## config.mk

```make
export PLATFORM = sky130hd
export DESIGN_NAME = hamming_tx_serial
export DESIGN_NICKNAME = d
export VERILOG_FILES = /design/src/rtl/hamming_pkg.sv /design/src/rtl/hamming_tx_serial_encoder.sv /design/src/rtl/hamming_tx_serial.sv
export SDC_FILE = /design/constraint.sdc
export NUM_CORES = 1
export LEC_CHECK = 0
export BUFFER_PORTS_ARGS = -buffer_cell sky130_fd_sc_hd__buf_2
export CAP_MARGIN = 20
export CELL_PAD_IN_SITES_DETAIL_PLACEMENT = 1
export CELL_PAD_IN_SITES_GLOBAL_PLACEMENT = 2
export CORE_ASPECT_RATIO = 0.9
export CORE_UTILIZATION = 35
export CTS_CLUSTER_SIZE = 40
export DETAILED_ROUTE_END_ITERATION = 8
export PLACE_DENSITY = 0.82
export SLEW_MARGIN = 20
export SYNTH_ARGS = -nofsm -noshare
export SYNTH_HDL_FRONTEND = slang
export SYNTH_SLANG_ARGS = --single-unit
```

## constraint.sdc

```tcl
create_clock -name clk -period 2.9 [get_ports clk]
set_input_delay 0.435 -clock clk [delete_from_list [all_inputs] [get_ports clk]]
set_output_delay 0.435 -clock clk [all_outputs]
set_load 0.05 [all_outputs]
```

## src/rtl/hamming_pkg.sv

```systemverilog
// rtl/hamming_pkg.sv - Hamming SECDED (8,4) codeword layout, types and encoder function
package hamming_pkg;

    localparam int P1   = 0;
    localparam int P2   = 1;
    localparam int D0   = 2;
    localparam int P4   = 3;
    localparam int D1   = 4;
    localparam int D2   = 5;
    localparam int D3   = 6;
    localparam int PALL = 7;

    typedef logic [7:0] codeword_t;

    typedef enum logic [1:0] {
        IDLE,
        START,
        DATA,
        STOP
    } tx_state_t;

    function automatic codeword_t hamming_enc(logic [3:0] d);
        codeword_t cw;
        cw[D0]   = d[0];
        cw[D1]   = d[1];
        cw[D2]   = d[2];
        cw[D3]   = d[3];
        cw[P1]   = d[0] ^ d[1] ^ d[3];
        cw[P2]   = d[0] ^ d[2] ^ d[3];
        cw[P4]   = d[1] ^ d[2] ^ d[3];
        // Overall parity makes the full 8-bit word even, enabling double-error detection.
        cw[PALL] = ^cw[6:0];
        return cw;
    endfunction

endpackage

```

## src/rtl/hamming_tx_serial_encoder.sv

```systemverilog
// rtl/hamming_tx_serial_encoder.sv - combinational Hamming (8,4) encoder wrapper
module hamming_encoder
    import hamming_pkg::*;
(
    input  logic [3:0] data,
    output codeword_t  codeword
);

    assign codeword = hamming_enc(data);

endmodule

```

## src/rtl/hamming_tx_serial.sv

```systemverilog
// rtl/hamming_tx_serial.sv - Hamming (8,4) encoder with error injection and framed serial transmitter
module hamming_tx_serial
    import hamming_pkg::*;
#(
    parameter int CLKS_PER_BIT = 4
) (
    input  logic       clk,
    input  logic       rst,
    input  logic       i_valid,
    input  logic [3:0] i_data,
    input  logic [7:0] i_err_mask,
    output logic       o_ready,
    output logic       o_tx,
    output logic [7:0] o_codeword,
    output logic       o_done
);

    localparam logic [7:0] BAUD_MAX = 8'(CLKS_PER_BIT - 1);

    tx_state_t state_q, state_d;
    logic [7:0] baud_q, baud_d;
    logic [2:0] bit_q, bit_d;
    codeword_t  shreg_q, shreg_d;
    codeword_t  cw_q, cw_d;
    logic       tx_q, tx_d;
    codeword_t  enc_cw;
    logic       baud_last;

    hamming_encoder u_enc (
        .data     (i_data),
        .codeword (enc_cw)
    );

    assign baud_last  = (baud_q == BAUD_MAX);
    assign o_ready    = (state_q == IDLE);
    assign o_tx       = tx_q;
    assign o_codeword = cw_q;
    assign o_done     = (state_q == STOP) && baud_last;

    always_ff @(posedge clk) begin
        if (rst) begin
            state_q <= IDLE;
            baud_q  <= 8'd0;
            bit_q   <= 3'd0;
            shreg_q <= 8'd0;
            cw_q    <= 8'd0;
            tx_q    <= 1'b1;
        end else begin
            state_q <= state_d;
            baud_q  <= baud_d;
            bit_q   <= bit_d;
            shreg_q <= shreg_d;
            cw_q    <= cw_d;
            tx_q    <= tx_d;
        end
    end

    // tx_d is the line level for the cycle after this edge, so each state
    // transition also loads the level the new state drives.
    always_comb begin
        state_d = state_q;
        baud_d  = baud_q;
        bit_d   = bit_q;
        shreg_d = shreg_q;
        cw_d    = cw_q;
        tx_d    = tx_q;
        case (state_q)
            IDLE: begin
                baud_d = 8'd0;
                bit_d  = 3'd0;
                tx_d   = 1'b1;
                if (i_valid) begin
                    state_d = START;
                    shreg_d = enc_cw ^ i_err_mask;
                    cw_d    = enc_cw ^ i_err_mask;
                    tx_d    = 1'b0;
                end
            end
            START: begin
                if (baud_last) begin
                    baud_d  = 8'd0;
                    state_d = DATA;
                    tx_d    = shreg_q[0];
                end else begin
                    baud_d = baud_q + 8'd1;
                end
            end
            DATA: begin
                if (baud_last) begin
                    baud_d = 8'd0;
                    bit_d  = bit_q + 3'd1;
                    if (bit_q == 3'd7) begin
                        state_d = STOP;
                        tx_d    = 1'b1;
                    end else begin
                        // Bit 0 stays in place while it is on the line, so the
                        // next bit to send is always shreg_q[1] before the shift.
                        shreg_d = {1'b0, shreg_q[7:1]};
                        tx_d    = shreg_q[1];
                    end
                end else begin
                    baud_d = baud_q + 8'd1;
                end
            end
            STOP: begin
                if (baud_last) begin
                    baud_d  = 8'd0;
                    state_d = IDLE;
                    tx_d    = 1'b1;
                end else begin
                    baud_d = baud_q + 8'd1;
                end
            end
            default: begin
                state_d = IDLE;
                tx_d    = 1'b1;
            end
        endcase
    end

endmodule

```

Word level (Yosys, flattened, before mapping)
Index checks and enable logic that the tools add are counted.
{ "totals": {"in_bits": 15, "word_cells": 56, "output_inout_bits": 11, "regBits": 30} }
{ "op_classes": {"bitwise_logic": 7, "n_mux": 20, "eq_ne": 11, "addsub": 2, "reduce_logical": 10} }
{ "op_table": {"columns": ["cell", "n"], "rows": [
  ["$mux 8", 4],
  ["$pmux 8 s2", 2],
  ["$ne 2x2->1 const B", 6],
  ["$mux 2", 5],
  ["$add 8x1->8 const B", 1],
  ["$eq 8x2->1 const B", 1],
  ["$pmux 2 s4", 1],
  ["$xor 8x8->8", 1],
  ["$reduce_xor 7->1", 1],
  ["$pmux 3 s2", 1],
  ["$xor 1x1->1", 6],
  ["$mux 1", 5],
  ["$reduce_and 5->1", 1],
  ["$eq 2x2->1 const B", 2],
  ["$pmux 1 s4", 1],
  ["$reduce_and 2->1", 2],
  ["$reduce_and 4->1", 1],
  ["$add 3x1->3 const B", 1],
  ["$eq 3x3->1 const B", 1],
  ["$mux 3", 1],
  ["$reduce_and 3->1", 1],
  ["$reduce_or 3->1", 1],
  ["$eq 2x1->1 const B", 1],
  ["$logic_not 2->1", 1],
  ["2 further kinds", 2]
]} }

Depth between registers and ports, before layout
{ "depth": {"word_depth": 6, "ltp_mapped": 8, "ltp_nobuf": 6} }

By module
From an unflattened synthesis, not the netlist that was laid out.
{ "unflattened": {"cells_unflattened": 158, "hier_area_um2": 1541.5} }
{ "by_module_without_submodules": {"columns": ["module", "seq_area_each_um2", "area_each_um2", "instances", "cells_each"], "rows": [
  ["hamming_tx_serial", 600.6, 1408.9, 1, 150],
  ["hamming_encoder", 0.0, 132.6, 1, 8]
]} }

Worst setup path before layout
No wires, ideal clock.
{ "synth_timing": {"kind": "register to register", "start": "register state_q[0]", "end": "register shreg_q[7]", "path_buffers": 1, "path_slack_ps": 760, "stages_incl_launch_ff": 8, "synth_period_minus_slack_ps": 2140, "setup_time_ps": 70, "t_arrival_ps": 2070, "t_required_ps": 2830, "path_cell_list": "dfxtp_1 inv_1 ha_1 buf_2 mux2i_1 clkinv_1 a31o_2 a21oi_1"} }
{ "synth_via": {"elab_chain_len": 3, "word_cells_on_any_way": 8, "classes_between": "4 x eq/ne; 1 x mux; 3 x reduce/logical"} }
{ "synth_lines": {"columns": ["item", "line", "source"], "rows": [
  ["from (decl)", "hamming_tx_serial.sv:20", "tx_state_t state_q, state_d;"],
  ["from (signal assigned)", "hamming_tx_serial.sv:49", "state_q <= state_d;"],
  ["$logic_not 2->1 (*)", null, null],
  ["via o_ready", "hamming_tx_serial.sv:12", "output logic o_ready,"],
  ["$ne 2x2->1 (no line) or $reduce_bool 2->1 (tied branches)", null, null],
  ["$reduce_and 4->1 (no line)", null, null],
  ["to (signal assigned)", "hamming_tx_serial.sv:52", "shreg_q <= shreg_d;"],
  ["to (decl)", "hamming_tx_serial.sv:23", "codeword_t shreg_q, shreg_d;"]
]} }
The timed path passes the listed nets; every way through them passes the cells marked *.
A chain may end at the register's enable or synchronous reset.

Final worst setup path
{ "layout_timing": {"start": "register baud_q[0]", "end": "output o_done"} }
{ "layout_via": {"elab_chain_len": 2} }
{ "layout_lines": {"columns": ["item", "line", "source"], "rows": [
  ["from (decl)", "hamming_tx_serial.sv:21", "logic [7:0] baud_q, baud_d;"],
  ["from (signal assigned)", "hamming_tx_serial.sv:50", "baud_q <= baud_d;"],
  ["$eq 8x2->1", "hamming_tx_serial.sv:34", "assign baud_last = (baud_q == BAUD_MAX);"],
  ["$logic_and 1x1->1", "hamming_tx_serial.sv:38", "assign o_done = (state_q == STOP) && baud_last;"],
  ["to (decl)", "hamming_tx_serial.sv:15", "output logic o_done"]
]} }
No other way between the ends.

==> metrics.md <==
| Metric | Value |
|---|---|
| Final setup fails | 0 |
| Root buffer cell | clkbuf_8 |
| Layout Cells excl Fill | 242 |
| Worst setup margin | 0.633 ns |
| Total vias in the final route | 1,299 |
| Worst setup SP type | flip-flop |
| Layout Skew | 0.0113 ns |
| Sw Share | 0.442 |
| P_sw | 745 uW |
| Area Overhead vs Synth | 16.2% |
| Worst setup path category | reg2out |
| Layout cell share with drive strength beyond 1 | 0.196 |
| Initial antenna violation count | 0 |
| First-pass GRT wire length | 6.41 mm |
| Largest net degree at the start of global routing | 24 |
| Power Dens Cells | 963 mW/mm2 |
| 1st-iter DRT viols | 43 |
| Slowest stage delay, CP | 0.46 ns |
| Fillers | 487 |
| Relative slew margins | 0.563 |
| Most frequent cells in the layout | dfxtp_1, buf_2, nor2_1, xnor2_1, a211oi_1 |
| Row Count | 22 |
| Die footprint | 0.00457 mm2 |
| Path category of the worst min-delay check | reg2reg |
| CTS Hold Bufs | 0 |
| Yosys cell types | 35 |
| Total grt overflow | 0 |
| Design area | 0.00175 mm2 |
| Crit path cell chain | ha_1, nor3b_1, and3_1, buf_2 |
| Ys Warns | 0 |
| Die width | 71.2 um |
| Number of setup buffers added after CTS | 0 |
| Post-route ant nets | 0 |
| Place WS | 0.787 ns |
| Synth top area cells | dfxtp_1, xnor2_1, a211oi_1 |
| HPWL after DPL | 2.79 mm |
| Placed cell area | 0.00166 mm2 |
| CTS tree | yes |
| Syn_area_per_cell | 8.91 um2 |
| Leak | 0.000714 uW |
| Fmax | 441 MHz |
| Status | complete, no violations |
| Final Critical Period | 2.27 ns |
| Total Nets Final | 215 |
| Final Cycle Share | 0.782 |
| GPL Wtd Cong | 0.792 |
| Total GRT Usage | 0.183 |
| Most common cell after layout, fill and taps aside | dfxtp_1 |
| Area leader, netlist | dfxtp_1 |
| Share of power burned in registers | 0.341 |
| Net Count, Synth | 191 |
| Clock buffer depth | 2 |
| Number of remaining DRC errors | 0 |
| RSZ-0062 raised after global routing | no |
| Dpl cells | 234 |
| Max Transition Viols Final | 0 |
| Sequential fraction of the synthesis area | 0.399 |
| CP arrival | 1.83 ns |
| Worst VDD drop | 0.000422 V |
| Mapped cell area | 0.00151 mm2 |
| Internal Power | 942 uW |
| Max-Cap Viols | 0 |
| Starting density of the core | 0.367 |
| Input/output buffers | 25 |
| Worst-Skew Late Latency | 0.29 ns |
| Core area | 0.00410 mm2 |
| Hold Vio Cnt, Final | 0 |
| Post-CTS Resized | 0 |
| Inserted Clock Buffers | 5 |
| Setup_tns | 0 ns |
| Clock power share | 0.209 |
| H-tree lvl count | 2 |
| Antenna Cells | 0 |
| Worst-path clk slew | 0.06 ns |
| Final core utilization | 0.427 |
| WL final | 3.71 mm |
| CP Capture Type | output port |
| I/O pin cnt | 26 |
| Iteration count of the initial detailed-routing pass | 7 |
| CP Max Fanout | 5 |
| DR WL/cell | 15.3 um |
| Gate power share | 0.450 |
| CP Data Required Time | 2.47 ns |
| Slowest CP cell | nor3b_1 |
| Slew @ Worst Pin | 0.650 ns |
| Synth top area share | 0.399 |
| Sink Count | 30 |
| Avg Vias per Cell | 5.37 |
| Flops & latches, synth | 30 |
| Die height | 64.2 um |
| Post-synthesis instance total | 169 |
| Vias in the first global route | 1,310 |
power groups by stage:
stage	combinational, uW	sequential (uW)	clock (uW)
after floorplan	473	702	0
after global placement	731	576	0
after detailed placement	761	584	0
after CTS	766	575	365
after global routing	827	588	380
final	758	575	352
cells by family (layout without fill, tap and decap cells):
kind of cell             Yosys count  in the layout  share of synthesized area
AND/OR/NAND/NOR                   49             49                      0.158
AO/OA/AOI/OAI                     45             45                      0.214
flip-flops                        30             30                      0.399
XOR/XNOR                          20             20                      0.116
buffers and inverters             16             41                     0.0415
adder cells (fa/ha/maj)            7              7                     0.0581
multiplexers                       2              2                     0.0133
stage by stage:
stage                     hold slack, ns  total power [uW]
final                              0.445              1690
after global routing               0.472              1790
after CTS                          0.455              1710
after detailed placement           0.447              1340
after global placement             0.424              1310
after floorplan                    0.413              1180
sequential cells by signal (all words and copies together) (netlist names):
name and cells:
bit_q 3, o_codeword 8, o_tx 1, shreg_q 8
state_q 2, baud_q 8
metal layers:
metal / track usage / routed length (um) / vias up
met2: 0.279 / 1720 / 14
met1: 0.247 / 1830 / 627
met5: 0 / 0 / -
li1: - / - / 650
met3: 0.0473 / 104 / 8
met4: 0.0675 / 56 / 0
synth_stat cells:
cell and number:
dfxtp_1 30, nor2_1 22, xnor2_1 15, a211oi_1 12
a21oi_1 10, o21ai_0 9, ha_1 7, inv_1 7
clkbuf_1 6, nand2_1 6, nand3_1 6, xor2_1 5
o2111ai_1 4, a32o_1 3, or3_1 3, and3_1 2
buf_2 2, mux2i_1 2, nor3_1 2, a211o_1 1
a21oi_2 1, a221oi_1 1, a31o_2 1, a31oi_1 1
and2_1 1, and3_2 1, clkinv_1 1, nand2b_1 1
nor3b_1 1, nor4_1 1, o211a_1 1, o31ai_4 1
or3b_2 1, or4_1 1, or4_4 1
path summary, 6_finish.rpt:
path / startpoint / depth (start not counted) / endpoint / slack, ns
setup / recovery: baud_q[0] / 4 / o_done / 0.63
hold reg to reg: baud_q[0] / 1 / baud_q[0] / 0.45
setup reg to reg: state_q[0] / 6 / shreg_q[7] / 0.75
hold / removal: baud_q[0] / 1 / baud_q[0] / 0.45
area by class of cell:
| type | count | area [um2] | area share |
|---|---|---|---|
| Inverter | 8 | 30.0 | 0.0172 |
| Timing Repair Buffer | 25 | 125 | 0.0715 |
| Multi-Input combinational cell | 123 | 843 | 0.482 |
| Tap cell | 48 | 60.1 | 0.0343 |
| Clock buffer | 7 | 86.3 | 0.0493 |
| Sequential cell | 30 | 601 | 0.343 |
| Clock inverter | 1 | 5.00 | 0.00286 |
worst max-delay path: cells and delay by family (launching register included):
kind                       cells  cell delay [ns]
adders and majority gates      1             0.26
DFF                            1             0.35
and+or+nand+nor                2             0.69
buffers and inverters          1             0.26
(Power assumes the default switching activity.)
